===== src/rtl/icache_tag_req_sched.sv =====
// Shares the icache tag pipeline among fetch, snoop and prefetch through one registered slot.
// Define ICACHE_TAG_SCHED_STARVE_EN to add snoop/prefetch wait counters and starvation promotion.

package toy_pack;
  typedef struct packed {
    logic [31:0] addr;
    logic [7:0]  id;
  } pc_req_t;
endpackage

module icache_tag_req_sched
  import toy_pack::*;
#(
  parameter int unsigned STARVE_MAX = 7,
  parameter int unsigned CNT_W      = $clog2(STARVE_MAX + 1)
) (
  input  logic       clk,
  input  logic       rst_n,

  input  logic       upstream_rxreq_vld,
  output logic       upstream_rxreq_rdy,
  input  pc_req_t    upstream_rxreq_pld,

  input  logic       downstream_rxsnp_vld,
  output logic       downstream_rxsnp_rdy,
  input  pc_req_t    downstream_rxsnp_pld,

  input  logic       prefetch_req_vld,
  output logic       prefetch_req_rdy,
  input  pc_req_t    prefetch_req_pld,

  output logic       tag_req_vld,
  input  logic       tagram_req_rdy,
  input  logic       mshr_tag_req_rdy,
  output pc_req_t    tag_req_pld,
  output logic [1:0] tag_req_src
);

  typedef enum logic [0:0] {StEmpty, StFull} slot_state_e;
  typedef enum logic [1:0] {SrcUp = 2'd0, SrcSnp = 2'd1, SrcPf = 2'd2} src_e;

  if (STARVE_MAX < 1 || STARVE_MAX > 255) begin : g_bad_starve_max
    $error("icache_tag_req_sched: STARVE_MAX must be within 1..255");
  end
  if (CNT_W != $clog2(STARVE_MAX + 1)) begin : g_bad_cnt_w
    $error("icache_tag_req_sched: CNT_W is derived and must not be overridden");
  end

  slot_state_e state_q, state_d;
  pc_req_t     pld_q;
  src_e        src_q;

  logic    out_rdy, drain, slot_free, can_grant;
  logic    gnt_up, gnt_snp, gnt_pf, gnt_any;
  logic    snp_starved, pf_starved;
  pc_req_t gnt_pld;
  src_e    gnt_src;

  assign out_rdy   = tagram_req_rdy & mshr_tag_req_rdy;
  assign drain     = (state_q == StFull) & out_rdy;
  assign slot_free = (state_q == StEmpty) | drain;
  // Holding grants off during reset keeps all rdys low while rst_n is asserted.
  assign can_grant = slot_free & rst_n;

`ifdef ICACHE_TAG_SCHED_STARVE_EN
  localparam logic [CNT_W-1:0] CntMax = CNT_W'(STARVE_MAX);

  logic [CNT_W-1:0] snp_cnt_q, snp_cnt_d;
  logic [CNT_W-1:0] pf_cnt_q, pf_cnt_d;

  function automatic logic [CNT_W-1:0] next_cnt(input logic             vld,
                                                input logic             won,
                                                input logic             any,
                                                input logic [CNT_W-1:0] cnt);
    logic [CNT_W-1:0] nxt;
    nxt = cnt;
    if (!vld || won) begin
      nxt = '0;
    end else if (any && (cnt < CntMax)) begin
      nxt = cnt + CNT_W'(1);
    end
    return nxt;
  endfunction

  assign snp_starved = (snp_cnt_q == CntMax);
  assign pf_starved  = (pf_cnt_q == CntMax);

  always_comb begin
    snp_cnt_d = next_cnt(downstream_rxsnp_vld, gnt_snp, gnt_any, snp_cnt_q);
    pf_cnt_d  = next_cnt(prefetch_req_vld, gnt_pf, gnt_any, pf_cnt_q);
  end

  always_ff @(posedge clk or negedge rst_n) begin
    if (!rst_n) begin
      snp_cnt_q <= '0;
      pf_cnt_q  <= '0;
    end else begin
      snp_cnt_q <= snp_cnt_d;
      pf_cnt_q  <= pf_cnt_d;
    end
  end
`else
  assign snp_starved = 1'b0;
  assign pf_starved  = 1'b0;
`endif

  // Starved snoop, then starved prefetch, then base order upstream > snoop > prefetch.
  always_comb begin
    gnt_up  = 1'b0;
    gnt_snp = 1'b0;
    gnt_pf  = 1'b0;
    if (can_grant) begin
      if (downstream_rxsnp_vld && snp_starved) begin
        gnt_snp = 1'b1;
      end else if (prefetch_req_vld && pf_starved) begin
        gnt_pf = 1'b1;
      end else if (upstream_rxreq_vld) begin
        gnt_up = 1'b1;
      end else if (downstream_rxsnp_vld) begin
        gnt_snp = 1'b1;
      end else if (prefetch_req_vld) begin
        gnt_pf = 1'b1;
      end
    end
  end

  assign gnt_any = gnt_up | gnt_snp | gnt_pf;

  always_comb begin
    gnt_pld = upstream_rxreq_pld;
    gnt_src = SrcUp;
    unique case (1'b1)
      gnt_snp: begin
        gnt_pld = downstream_rxsnp_pld;
        gnt_src = SrcSnp;
      end
      gnt_pf: begin
        gnt_pld = prefetch_req_pld;
        gnt_src = SrcPf;
      end
      default: ;
    endcase
  end

  // Slot state register.
  always_ff @(posedge clk or negedge rst_n) begin
    if (!rst_n) begin
      state_q <= StEmpty;
    end else begin
      state_q <= state_d;
    end
  end

  // Slot next state.
  always_comb begin
    state_d = state_q;
    unique case (state_q)
      StEmpty: if (gnt_any)          state_d = StFull;
      StFull:  if (drain && !gnt_any) state_d = StEmpty;
      default: state_d = StEmpty;
    endcase
  end

  // Payload and source only move on a grant; they hold across a drain-only cycle.
  always_ff @(posedge clk or negedge rst_n) begin
    if (!rst_n) begin
      pld_q <= '0;
      src_q <= SrcUp;
    end else if (gnt_any) begin
      pld_q <= gnt_pld;
      src_q <= gnt_src;
    end
  end

  // Outputs.
  always_comb begin
    tag_req_vld          = (state_q == StFull);
    tag_req_pld          = pld_q;
    tag_req_src          = src_q;
    upstream_rxreq_rdy   = gnt_up;
    downstream_rxsnp_rdy = gnt_snp;
    prefetch_req_rdy     = gnt_pf;
  end

endmodule

===== config.mk =====
export PLATFORM = sky130hd
export DESIGN_NAME = icache_tag_req_sched
export DESIGN_NICKNAME = d
export VERILOG_FILES = /design/src/rtl/icache_tag_req_sched.sv
export SDC_FILE = /design/constraint.sdc
export NUM_CORES = 1
export LEC_CHECK = 0
export CORE_ASPECT_RATIO = 0.75
export CORE_MARGIN = 4
export CORE_UTILIZATION = 37
export CTS_CLUSTER_DIAMETER = 40
export DETAILED_ROUTE_END_ITERATION = 8
export PLACE_DENSITY_LB_ADDON = 0.05
export SETUP_SLACK_MARGIN = 0.2
export SYNTH_ARGS = -nofsm -noshare
export SYNTH_HDL_FRONTEND = slang
export SYNTH_SLANG_ARGS = --single-unit

===== constraint.sdc =====
create_clock -name clk -period 1.85 [get_ports clk]
set_input_delay 0.37 -clock clk [delete_from_list [all_inputs] [get_ports clk]]
set_output_delay 0.37 -clock clk [all_outputs]
set_load 0.05 [all_outputs]

==> results.ini <==
[run_status]
status=complete, no violations

[yosys]
synth-main-ff-cell=dfrtp_1
synth_edf_count=0
synthDistinctLibCells=27
syn_nets=451
ys_async_sr_fraction_pct=100
syn_inst=324
yosys_warnings=0
syn_avg_cell_area_um2=8.46
ys_seq_area_share_pct=39.3
yosys_register_bits=43
syn-cell-area_um2=2740

[critical_path]
worstSetupPathType=register to output port
r2r_end=tag_req_pld[27]
critPathCaptureType=output port
reg2reg_depth=6
critical_path_required_ps=1480
reg2reg_setup_slack_ps=310
arrival_ps=1370
worstReg2RegStart=tag_req_vld
start_kind=register
cp_max_fo=3

[sta]
rsz0062_at_grt=true
fmax_mhz=576
finalHoldViolCount=0
min_period_ps=1740
setup_viol=0
fin_ws_ps=115
slew_headroom_pct=67.2
clock_skew_ps=6.69
worst_hold_slack_ps=143
tightest_slew_ps=494
slew_violations=0
fin_crit_sh_pct=93.8

[grt]
grt_pass1_wl_mm=15.9
gr-max-usage-layer=met2
grt_pass1_vias=3164
use_met1_pct=30.7
grt_antenna_before_repair=0
grt_max_degree=24
grt_use_met3_pct=6.22
gr-total-overflow=0
gr-usage-all-layers_pct=22.7
grtUsageMet2_pct=36.9

[placement]
placed_cell_area_um2=4650
io_buffers=172
dp_slack_ps=-70.7
place_hpwl_mm=7.86
gp_congestion=0.834

[pwr]
p_leak_nw=2.02
p_int_mw=2.34
fin_total_pwr_mw=4.28
power_frac_comb_pct=55.4
p_sw_mw=1.94
pwr-share-seq_pct=30.9
powerDensity_nw_per_um2=892
p_sw_share_pct=45.4
pwr-share-clk_pct=13.7
ir_drop_mv=0.546

[cts]
clock_sinks=43
cts_root_buf=clkbuf_8
cts_tree=built
clk_path_buf_depth=2
cts_buffers=5
hold_buffers=0
insertion_delay_ps=300
clk_pin_slew_worst_paths_ps=80
htreeDepth=2

[die]
core_area_um2=6990
start_util_pct=39.2
io_pins=173
fp.dieH_um=82.5
num_rows=26
dieArea_um2=8860
die_w_um=107

[drt]
ant_nets=0
wl_per_cell_um=16.8
drc=0
vias_per_cell=5.20
drt-initial-drc-count=143
detail_route.wirelength_mm=10.3
firstDrtPassIters=6
num_vias=3197

[cells_and_area]
num-fill-cells=582
final_area_um2=4800
finalNetCount=642
postLayoutCoreUtil_pct=68.6
area_growth_syn_to_layout_pct=75.0
drive_gt1_share_pct=23.8

[job]
maxCapViolCount=0

[min_path]
min_path_type=input port to asynchronous set/reset pin

-- metrics by stage --
stage                     instances  TNS (ps)
after floorplan                 324         0
after global placement          599     -52.1
after detailed placement        599     -1060
after CTS                       613         0
after global routing            614         0
final                           615         0
-- placed cells by master (no fill, tap or decap) --
cell type        synthesis  layout
and2_1                   1       1
nor2_4                   0       1
nand2_4                  0       1
clkinvlp_4               0       2
nand3_4                  1       1
a21bo_4                  1       1
clkinv_2                 0       1
a21boi_0                 1       1
clkdlybuf4s50_1          0     120
buf_12                   1      10
clkbuf_1                 3       2
o311ai_4                 1       1
dfrtp_1                 43      42
nand2_1                 27      27
o22ai_1                 16      16
dfrtp_2                  0       1
o311a_4                  1       1
dlygate4sd2_1            0       6
o221ai_1                24      24
a211oi_1                 1       1
a31oi_1                 24      24
o21ai_1                 24      24
inv_2                    1       1
buf_2                   13       1
nand4b_4                 1       1
buf_6                   10       1
diode_2                  0       1
nor3_4                   0       1
a21o_1                   1       1
clkbuf_8                 0       5
nand2b_4                 0       1
a211oi_2                15      15
buf_4                    4      77
nor2_1                 105     104
-- cell type report --
cell class,count,area [um^2],area share [%]
timing repair buffer,215,2050,42.7
multi-input combinational,247,1450,30.2
sequential,43,1080,22.5
tap,98,123,2.56
clock buffer,7,76.3,1.59
inverter,3,18.8,0.391
clock inverter,1,5.00,0.104
antenna,1,2.50,0.0522
-- sequential cells by signal (all words and copies together) (netlist names) --
register,cells
tag_req_src,2
tag_req_pld,40
tag_req_vld,1
-- worst max-delay path by stage --
stage / to / from / slack (ps)
2_1_floorplan: upstream_rxreq_rdy / tag_req_vld / 70
3_3_place_gp: prefetch_req_rdy / tagram_req_rdy / -50
3_5_place_dp: tag_req_pld[5] / prefetch_req_vld / -70
4_1_cts: prefetch_req_rdy / tag_req_vld / 110
5_1_grt: prefetch_req_rdy / tag_req_vld / 50
6_report: prefetch_req_rdy / tag_req_vld / 110
-- cell families (layout without fill, tap and decap cells) --
group,after synthesis,in the layout,share of synthesized area (%)
flops,43,43,39.3
other cells,0,1,0
simple gates,138,138,20.4
buf+inv,34,226,9.13
compound gates,109,109,31.2
-- worst max-delay path, stage by stage (launching register included) --
cell      delay (ps)
dfrtp_2          420
a21boi_0         130
buf_4            160
nor3_4           180
buf_12           170
-- synth_stat cells (all sizes together), types with 3 or more instances --
cell    number  area, um^2
dfrtp       43        1080
inv          3        11.3
buf         28         228
nand2       28         108
o21ai       24         120
a211oi      16         195
o22ai       16         100
a31oi       24         150
o221ai      24         210
clkbuf       3        11.3
nor2       105         394
-- power by group through the flow --
stage               logic, mW  clock network [mW]  registers [mW]
finish                   2.37               0.587            1.32
global route             2.50               0.644            1.35
CTS                      2.37               0.601            1.32
detailed placement       2.36                   0            1.33
global placement         2.33                   0            1.33
floorplan               0.581                   0            2.17
-- routing by layer --
metal	vias up	share of wire [%]	wire length (um)
li1	1547	-	-
met1	1500	43	4460
met2	146	47	4850
met3	4	9.4	966
met4	0	0.42	43
met5	-	0	0
-- what timing repair did --
action	4_1_cts	5_1_grt
buffers inserted	6	1
cloned	0	0
pin swaps	3	1
gates resized for setup	10	0
endpoints found under the setup margin	4	3
endpoints found under the hold margin	0	0
(Power assumes the default switching activity.)
